[config.mk]
export PLATFORM = sky130hd
export DESIGN_NAME = wb_regfile_flat
export DESIGN_NICKNAME = d
export VERILOG_FILES = /design/src/rtl/wb_regfile_pkg.sv /design/src/rtl/wb_regfile_if.sv /design/src/rtl/wb_regfile_hilo_reg.sv /design/src/rtl/wb_regfile.sv /design/src/flat_wrapper.sv
export SDC_FILE = /design/constraint.sdc
export NUM_CORES = 2
export LEC_CHECK = 0
export BUFFER_PORTS_ARGS = -buffer_cell sky130_fd_sc_hd__buf_2
export CORE_MARGIN = 4
export CORE_UTILIZATION = 65
export DETAILED_ROUTE_END_ITERATION = 7
export PLACE_DENSITY = 0.83
export SYNTH_ARGS = -nofsm -noshare
export SYNTH_HDL_FRONTEND = slang
export SYNTH_SLANG_ARGS = --single-unit
[constraint.sdc]
create_clock -name clk -period 7.1 [get_ports clk]
set_input_delay 1.065 -clock clk [delete_from_list [all_inputs] [get_ports clk]]
set_output_delay 1.065 -clock clk [all_outputs]
set_load 0.05 [all_outputs]
[src/rtl/wb_regfile_pkg.sv]
// Shared widths, constants and helpers for the write-back register file slice.
// The pipeline's shared defines are mirrored here so every file sees the same values.
package wb_regfile_pkg;

  localparam int REG_ADDR_W = 5;
  localparam int REG_W      = 32;
  localparam int REG_NUM    = 32;

  typedef logic [REG_ADDR_W-1:0] reg_addr_t;
  typedef logic [REG_W-1:0]      reg_word_t;

  localparam reg_word_t ZERO_WORD    = '0;
  localparam reg_addr_t NOP_REG_ADDR = '0;
  localparam logic      RST_ENABLE   = 1'b1;
  localparam logic      WRITE_ENABLE = 1'b1;
  localparam logic      READ_ENABLE  = 1'b1;

  // $0 is hardwired: no read port may ever observe a value there.
  function automatic logic is_zero_reg(input reg_addr_t addr);
    return addr == NOP_REG_ADDR;
  endfunction

endpackage

[src/rtl/wb_regfile_if.sv]
// MEM-WB write-back bundle plus the ID read ports and EX/MEM state views.
// master = pipeline side, slave = register file.
interface wb_regfile_if;
  import wb_regfile_pkg::*;

  reg_addr_t wb_wd;
  logic      wb_wreg;
  reg_word_t wb_wdata;
  logic      wb_whilo;
  reg_word_t wb_hi;
  reg_word_t wb_lo;
  logic      wb_llbit_we;
  logic      wb_llbit_value;
  logic      flush;
  logic      re1;
  reg_addr_t raddr1;
  reg_word_t rdata1;
  logic      re2;
  reg_addr_t raddr2;
  reg_word_t rdata2;
  reg_word_t hi_o;
  reg_word_t lo_o;
  logic      llbit_o;

  modport master (
    output wb_wd, wb_wreg, wb_wdata, wb_whilo, wb_hi, wb_lo,
    output wb_llbit_we, wb_llbit_value, flush,
    output re1, raddr1, re2, raddr2,
    input  rdata1, rdata2, hi_o, lo_o, llbit_o
  );

  modport slave (
    input  wb_wd, wb_wreg, wb_wdata, wb_whilo, wb_hi, wb_lo,
    input  wb_llbit_we, wb_llbit_value, flush,
    input  re1, raddr1, re2, raddr2,
    output rdata1, rdata2, hi_o, lo_o, llbit_o
  );

endinterface

[src/rtl/wb_regfile_hilo_reg.sv]
// HI/LO pair and the LL/SC link bit; flush outranks a pending LLbit write.
module hilo_reg
  import wb_regfile_pkg::*;
(
  input  logic      clk,
  input  logic      rst,
  input  logic      whilo,
  input  reg_word_t wr_hi,
  input  reg_word_t wr_lo,
  input  logic      llbit_we,
  input  logic      llbit_value,
  input  logic      flush,
  output reg_word_t hi,
  output reg_word_t lo,
  output logic      llbit
);

  reg_word_t hi_reg;
  reg_word_t lo_reg;
  logic      llbit_reg;
  logic      llbit_next;

  // The bypassed view and the next stored value follow the same priority chain.
  always_comb begin
    llbit_next = llbit_reg;
    if (rst == RST_ENABLE || flush) begin
      llbit_next = 1'b0;
    end else if (llbit_we == WRITE_ENABLE) begin
      llbit_next = llbit_value;
    end
  end

  always_ff @(posedge clk) begin
    if (rst == RST_ENABLE) begin
      hi_reg <= ZERO_WORD;
      lo_reg <= ZERO_WORD;
    end else if (whilo == WRITE_ENABLE) begin
      hi_reg <= wr_hi;
      lo_reg <= wr_lo;
    end
    llbit_reg <= llbit_next;
  end

  assign hi    = hi_reg;
  assign lo    = lo_reg;
  assign llbit = llbit_next;

endmodule

[src/rtl/wb_regfile.sv]
// Write-back state sink: 32x32 GPR file with two write-first bypassed read
// ports, plus HI/LO and LLbit held in hilo_reg.
module wb_regfile
  import wb_regfile_pkg::*;
(
  input  logic           clk,
  input  logic           rst,
  wb_regfile_if.slave    bus
);

  // Entry $0 is never stored; reads of it are forced to zero below.
  reg_word_t gpr_reg [1:REG_NUM-1];

  always_ff @(posedge clk) begin
    if (rst == RST_ENABLE) begin
      for (int i = 1; i < REG_NUM; i++) begin
        gpr_reg[i] <= ZERO_WORD;
      end
    end else if (bus.wb_wreg == WRITE_ENABLE && !is_zero_reg(bus.wb_wd)) begin
      gpr_reg[bus.wb_wd] <= bus.wb_wdata;
    end
  end

  genvar gi;
  generate
    for (gi = 0; gi < 2; gi++) begin : g_rd
      logic      en;
      reg_addr_t addr;
      reg_word_t data;

      assign en   = (gi == 0) ? bus.re1    : bus.re2;
      assign addr = (gi == 0) ? bus.raddr1 : bus.raddr2;

      always_comb begin
        data = ZERO_WORD;
        if (rst == RST_ENABLE || en != READ_ENABLE || is_zero_reg(addr)) begin
          data = ZERO_WORD;
        end else if (bus.wb_wreg == WRITE_ENABLE && bus.wb_wd == addr) begin
          data = bus.wb_wdata;
        end else begin
          data = gpr_reg[addr];
        end
      end
    end
  endgenerate

  assign bus.rdata1 = g_rd[0].data;
  assign bus.rdata2 = g_rd[1].data;

  hilo_reg u_hilo_reg (
    .clk         (clk),
    .rst         (rst),
    .whilo       (bus.wb_whilo),
    .wr_hi       (bus.wb_hi),
    .wr_lo       (bus.wb_lo),
    .llbit_we    (bus.wb_llbit_we),
    .llbit_value (bus.wb_llbit_value),
    .flush       (bus.flush),
    .hi          (bus.hi_o),
    .lo          (bus.lo_o),
    .llbit       (bus.llbit_o)
  );

endmodule
[src/flat_wrapper.sv]
// flat-port wrapper written by rule: the top's interface ports become plain ports
module wb_regfile_flat import wb_regfile_pkg::*;
  (clk, rst, bus_wb_wd, bus_wb_wreg, bus_wb_wdata, bus_wb_whilo, bus_wb_hi, bus_wb_lo, bus_wb_llbit_we, bus_wb_llbit_value, bus_flush, bus_re1, bus_raddr1, bus_re2, bus_raddr2, bus_rdata1, bus_rdata2, bus_hi_o, bus_lo_o, bus_llbit_o);
  wb_regfile_if bus_i ();
  input  logic clk;
  input  logic rst;
  input wire logic [$bits(bus_i.wb_wd)-1:0] bus_wb_wd;
  input wire logic [$bits(bus_i.wb_wreg)-1:0] bus_wb_wreg;
  input wire logic [$bits(bus_i.wb_wdata)-1:0] bus_wb_wdata;
  input wire logic [$bits(bus_i.wb_whilo)-1:0] bus_wb_whilo;
  input wire logic [$bits(bus_i.wb_hi)-1:0] bus_wb_hi;
  input wire logic [$bits(bus_i.wb_lo)-1:0] bus_wb_lo;
  input wire logic [$bits(bus_i.wb_llbit_we)-1:0] bus_wb_llbit_we;
  input wire logic [$bits(bus_i.wb_llbit_value)-1:0] bus_wb_llbit_value;
  input wire logic [$bits(bus_i.flush)-1:0] bus_flush;
  input wire logic [$bits(bus_i.re1)-1:0] bus_re1;
  input wire logic [$bits(bus_i.raddr1)-1:0] bus_raddr1;
  input wire logic [$bits(bus_i.re2)-1:0] bus_re2;
  input wire logic [$bits(bus_i.raddr2)-1:0] bus_raddr2;
  output wire logic [$bits(bus_i.rdata1)-1:0] bus_rdata1;
  output wire logic [$bits(bus_i.rdata2)-1:0] bus_rdata2;
  output wire logic [$bits(bus_i.hi_o)-1:0] bus_hi_o;
  output wire logic [$bits(bus_i.lo_o)-1:0] bus_lo_o;
  output wire logic [$bits(bus_i.llbit_o)-1:0] bus_llbit_o;
  assign bus_i.wb_wd = bus_wb_wd;
  assign bus_i.wb_wreg = bus_wb_wreg;
  assign bus_i.wb_wdata = bus_wb_wdata;
  assign bus_i.wb_whilo = bus_wb_whilo;
  assign bus_i.wb_hi = bus_wb_hi;
  assign bus_i.wb_lo = bus_wb_lo;
  assign bus_i.wb_llbit_we = bus_wb_llbit_we;
  assign bus_i.wb_llbit_value = bus_wb_llbit_value;
  assign bus_i.flush = bus_flush;
  assign bus_i.re1 = bus_re1;
  assign bus_i.raddr1 = bus_raddr1;
  assign bus_i.re2 = bus_re2;
  assign bus_i.raddr2 = bus_raddr2;
  assign bus_rdata1 = bus_i.rdata1;
  assign bus_rdata2 = bus_i.rdata2;
  assign bus_hi_o = bus_i.hi_o;
  assign bus_lo_o = bus_i.lo_o;
  assign bus_llbit_o = bus_i.llbit_o;
  wb_regfile u_core (.clk(clk), .rst(rst), .bus(bus_i));
endmodule
== Yosys cells after proc, flatten, opt, wreduce, memory -nomap -nowiden ==
Memory sizes are Yosys's and may differ from the RTL's.
Cells that the tools add are included.

* Bitwise logic cells: 2
* Multiplexer cells: 14
* Reductions and logical operators: 13
* Equality and inequality tests: 2

{| class="wikitable"
|+ Operators by type and width
! operator !! count
|-
| 2-to-1 mux 32 bit || 5
|-
| OR reduction 32 bit || 1
|-
| zero test 5 bit || 3
|-
| equality test 5 bit || 2
|-
| 2-to-1 mux 1 bit || 8
|-
| logical OR 1 bit || 5
|-
| 2-to-1 mux 5 bit || 1
|-
| logical AND 1 bit || 3
|-
| inverter 1 bit || 2
|-
| zero test 1 bit || 1
|}

* Flip-flop bits (word level): 65
* Input bits: 120
* Memories: 1
* RAM bits: 992

{| class="wikitable"
|+ Memory list
! memory !! words !! width !! rd ports !! clocked after memory_dff !! wr ports !! line !! text
|-
| u_core.gpr_reg || 31 || 32 || 2 || 0 || 31 || wb_regfile.sv:12 || <nowiki>reg_word_t gpr_reg [1:REG_NUM-1];</nowiki>
|}

== Depth between registers and ports, before layout ==
* Depth after elaboration: 8
* Mapped depth: 10
* Mapped depth without buffers: 5

== Hierarchy ==
Synthesis repeated with hierarchy kept, for this count alone.

* Cell total of the unflattened synthesis: 4006
* Area, all modules: 57222.4 um2

{| class="wikitable"
|+ By module, submodules not included
! module !! sequential area each (um2) !! area each (um2) !! cells an instance !! times used
|-
| wb_regfile || 30749.5 || 54890.1 || 3797 || 1
|-
| hilo_reg || 1301.2 || 2332.2 || 209 || 1
|}

== Least setup slack after synthesis ==
OpenSTA, ideal clock, no wires.

* Kind: input to register
* Start: in bus_wb_wd[4]
* End: mem u_core.gpr_reg[10][0] (netlist name), enable pin
* Slack: 2.466 ns
* Arrival time: 4.168 ns
* Required time: 6.634 ns
* Stages on the path: 4
* Path through: clkbuf_1 or3b_2 clkbuf_1 o21ai_0

{| class="wikitable"
|+ RTL lines
! element !! line !! text
|-
| start: declaration || flat_wrapper.sv:7 || <nowiki>input wire logic [$bits(bus_i.wb_wd)-1:0] bus_wb_wd;</nowiki>
|-
| end: declaration || wb_regfile.sv:12 ||
|}

== Final worst setup path ==
* Start: in bus_raddr1[4]
* End: out bus_rdata1[30]

* Longest elaborated chain between the ends: 4

{| class="wikitable"
|+ RTL lines
! element !! line !! text
|-
| start: declaration || flat_wrapper.sv:17 || <nowiki>input wire logic [$bits(bus_i.raddr1)-1:0] bus_raddr1;</nowiki>
|-
| branches (longest 3 deep; another with memory read (31 x 32 bit)) || n/a ||
|-
| 2-to-1 mux 32 bit * || wb_regfile.sv:36 || <nowiki>if (rst == RST_ENABLE || en != READ_ENABLE || is_zero_reg(addr)) begin</nowiki>
|-
| end: declaration || flat_wrapper.sv:20 || <nowiki>output wire logic [$bits(bus_i.rdata1)-1:0] bus_rdata1;</nowiki>
|}

Every way passes the cells marked *.

==> impl_metrics.json <==
{
  "yosysTopAreaCell": "sky130_fd_sc_hd__edfxtp_1",
  "initial_utilization_pct": 65.4,
  "met2_usage_pct": 60.6,
  "core.rowCount": 109,
  "synth_warnings": 0,
  "final_layout_size_suffix_gt1_share_pct": 20.7,
  "ys_top_cells_by_area": "sky130_fd_sc_hd__edfxtp_1, sky130_fd_sc_hd__mux4_2, sky130_fd_sc_hd__and2_1",
  "drt_drc_violations_left": 1,
  "tightestPinTransition_ns": 1.54,
  "die_h_um": 306,
  "fp.dieArea_um2": 93800,
  "clock_tree_from_tritoncts": "built",
  "ctsHoldBuffers": 0,
  "num-nets-final": 4384,
  "synth_compound_gate_area_share_pct": 7.58,
  "ctsRootBufferMaster": "sky130_fd_sc_hd__clkbuf_16",
  "grt_max_degree": 104,
  "cp.required_ns": 6.03,
  "clk_pin_slew_ns": 0.06,
  "area.growth.synth_to_final_pct": 10.6,
  "top_reg_cell_synth": "sky130_fd_sc_hd__edfxtp_1",
  "cts_max_path_buffers": 3,
  "detailed_place_hpwl_mm": 113,
  "crit_chain": "buf_4 > clkinv_2 > buf_4 > a221oi_1 > a221oi_1 > nor3_1 > buf_2",
  "postRouteAntennaNets": 0,
  "cts_buffers": 110,
  "flip_flop_count_of_the_largest_register_after_layout": 1024,
  "clock-skew-final_ns": 0,
  "crit_type": "input pin to output pin",
  "antenna_found_initial": 30,
  "maxSlewViolCount": 33,
  "dominant_combinational_cell_family_by_area_after_synthesis": "multiplexers",
  "synth_simple_gate_area_share_pct": 12.5,
  "floorplan.die.width_um": 306,
  "drt-initial-drc-count": 7596,
  "synth-async-reset-ratio_pct": 0,
  "mux_share_of_post_synthesis_cell_area_pct": 20.9,
  "end_kind": "output pin",
  "final_core_util_pct": 72.4,
  "combined_area_of_all_synthesized_cells_um2": 57800,
  "power.leakage_nw": 23.6,
  "ir_drop_mv": 0.258,
  "use_met1_pct": 51.7,
  "setup_total_negative_slack_ns": 0,
  "wl_per_cell_um": 35.2,
  "layout_commonest_cell": "sky130_fd_sc_hd__edfxtp_1",
  "grt_pass1_vias": 41900,
  "grt_overflow": 0,
  "grt_busiest_layer": "met2",
  "worst_ep_arrival_time_ns": 4.56,
  "synth-xor-area-share_pct": 0.152,
  "synth_top_area_share_pct": 53.2,
  "rsz0062_at_grt": "no",
  "sequential_cell_area_um2": 32100,
  "drt-vias-per-instance": 7.54,
  "core_ar_um2": 88400,
  "final-hold-violation-count": 0,
  "postCtsResizedCells": 0,
  "max_cap_violations": 1,
  "setup_viol_count_final": 0,
  "grt_pass1_wl_mm": 278,
  "relSlewSlack_pct": -3.09,
  "most_frequent_cells_in_the_layout": "sky130_fd_sc_hd__edfxtp_1, sky130_fd_sc_hd__and2_1, sky130_fd_sc_hd__mux2i_1",
  "multi_input_area_um2": 24500,
  "status": "finished, violations left",
  "globalRouteTotalUtil_pct": 40.8,
  "number_of_sinks_handled_by_clock_tree_synthesis": 1089,
  "route.final.wire_length_mm": 195,
  "clock_latency_on_the_worst_skew_pair_ns": 0.69,
  "cts_setup_buffers": 0,
  "number_of_levels_the_h_tree_was_split_into": 3,
  "synth.ff_latch_count": 1089,
  "use_met3_pct": 14.4,
  "synthesis.instances": 4211,
  "power.density_nw_per_um2": 242,
  "yosys.cell_types.count": 44,
  "hp-class": "flop to flop",
  "ios": 249,
  "fin_worst_hold_slack_ns": 0.487,
  "dr_total_vias": 41700,
  "average_footprint_of_a_synthesized_cell_um2": 13.7,
  "final_min_period_over_clock_period_pct": 79.2,
  "drt_pass1_iterations": 8,
  "timing.critical_path.slowest_cell_delay_ns": 0.81,
  "synth_sequential_area_ratio_pct": 55.4,
  "critical_path.max_fanout": 34,
  "n_fill_cell": 5510,
  "achievable-frequency_ghz": 0.178,
  "globalplace.congestion": 0.939,
  "setup_crit_start_kind": "input pin",
  "numPortBuffers": 248,
  "synth_edf_count": 1024,
  "synth_fa_ha_area_share_pct": 0,
  "failed_checks": "DRC, capacitance limit, slew limit",
  "crit_path_top_delay_cell": "sky130_fd_sc_hd__clkinv_2",
  "finalCriticalPeriod_ns": 5.62
}
-- path summary, 6_finish.rpt --
check	from	to	slack (ns)	cells past startpoint
max reg2reg	u_core.u_hilo_reg.hi[15]$_SDFFE_PP0P_	u_core.u_hilo_reg.hi[15]$_SDFFE_PP0P_	6.41	2
max	bus_raddr1[4]	bus_rdata1[30]	1.48	7
min	u_core.u_hilo_reg.lo[14]$_SDFFE_PP0P_	u_core.u_hilo_reg.lo[14]$_SDFFE_PP0P_	0.49	2
min reg2reg	u_core.u_hilo_reg.lo[14]$_SDFFE_PP0P_	u_core.u_hilo_reg.lo[14]$_SDFFE_PP0P_	0.49	2
-- cells by family after synthesis --
group | after synthesis
buffers and inverters | 457
multiplexers | 833
XOR/XNOR | 10
flip-flops | 1089
other | 1
AO/OA/AOI/OAI | 593
AND/OR/NAND/NOR | 1228
-- critical path, delay by kind of cell --
family	cells	cell delay, ns
buffers and inverters	4	2.30
and+or+nand+nor	1	0.69
AOI/OAI and AO/OA	2	0.43
-- synthesized netlist by cell type, drive strengths merged (2+ instances only) --
cell and number:
a21oi 91, a221o 61, a221oi 157, a22oi 62
a32o 31, and2 994, buf 108, clkbuf 344
clkinv 2, dfxtp 65, edfxtp 1024, inv 3
mux2 2, mux2i 534, mux4 297, nand2 37
nand2b 3, nand3 8, nand3b 4, nor2 133
nor2b 5, nor3 4, o211ai 31, o21ai 93
o21bai 32, o22ai 32, or2 3, or3 32
or3b 2, xnor2 6, xor2 4
-- routing by layer --
layer / up-vias / wire [µm]
met2: 4231 / 85300
met1: 20200 / 61200
li1: 16200 / -
met3: 1081 / 32600
met4: 16 / 15500
met5: - / 125
-- final cells by class --
cell class / instances / share of cell area, %
sequential: 1089 / 50.1
multi-input combinational: 2696 / 38.3
clock buffer: 134 / 4.57
timing repair buffer: 362 / 3.59
tap: 1165 / 2.28
clock inverter: 67 / 1.05
antenna: 14 / 0.0548
inverter: 5 / 0.0352
-- metrics by stage --
stage                     instances  setup WS (ns)  instance area (µm²)  total power, mW
after floorplan                4242           2.47                57900             8.93
after detailed placement       5317           1.79                60300             9.60
after global routing           5521           1.60                63900             15.8
final                          5532           1.48                63900             15.5
after CTS                      5518           1.79                63900             15.4
after global placement         5317           1.83                60300             9.53
-- where the power goes --
part | internal, mW | switching [mW]
Clock | 3.39 | 2.51
Combinational | 0.704 | 1.30
Sequential | 7.38 | 0.197
No activity file was read; power rests on OpenSTA's default activity.
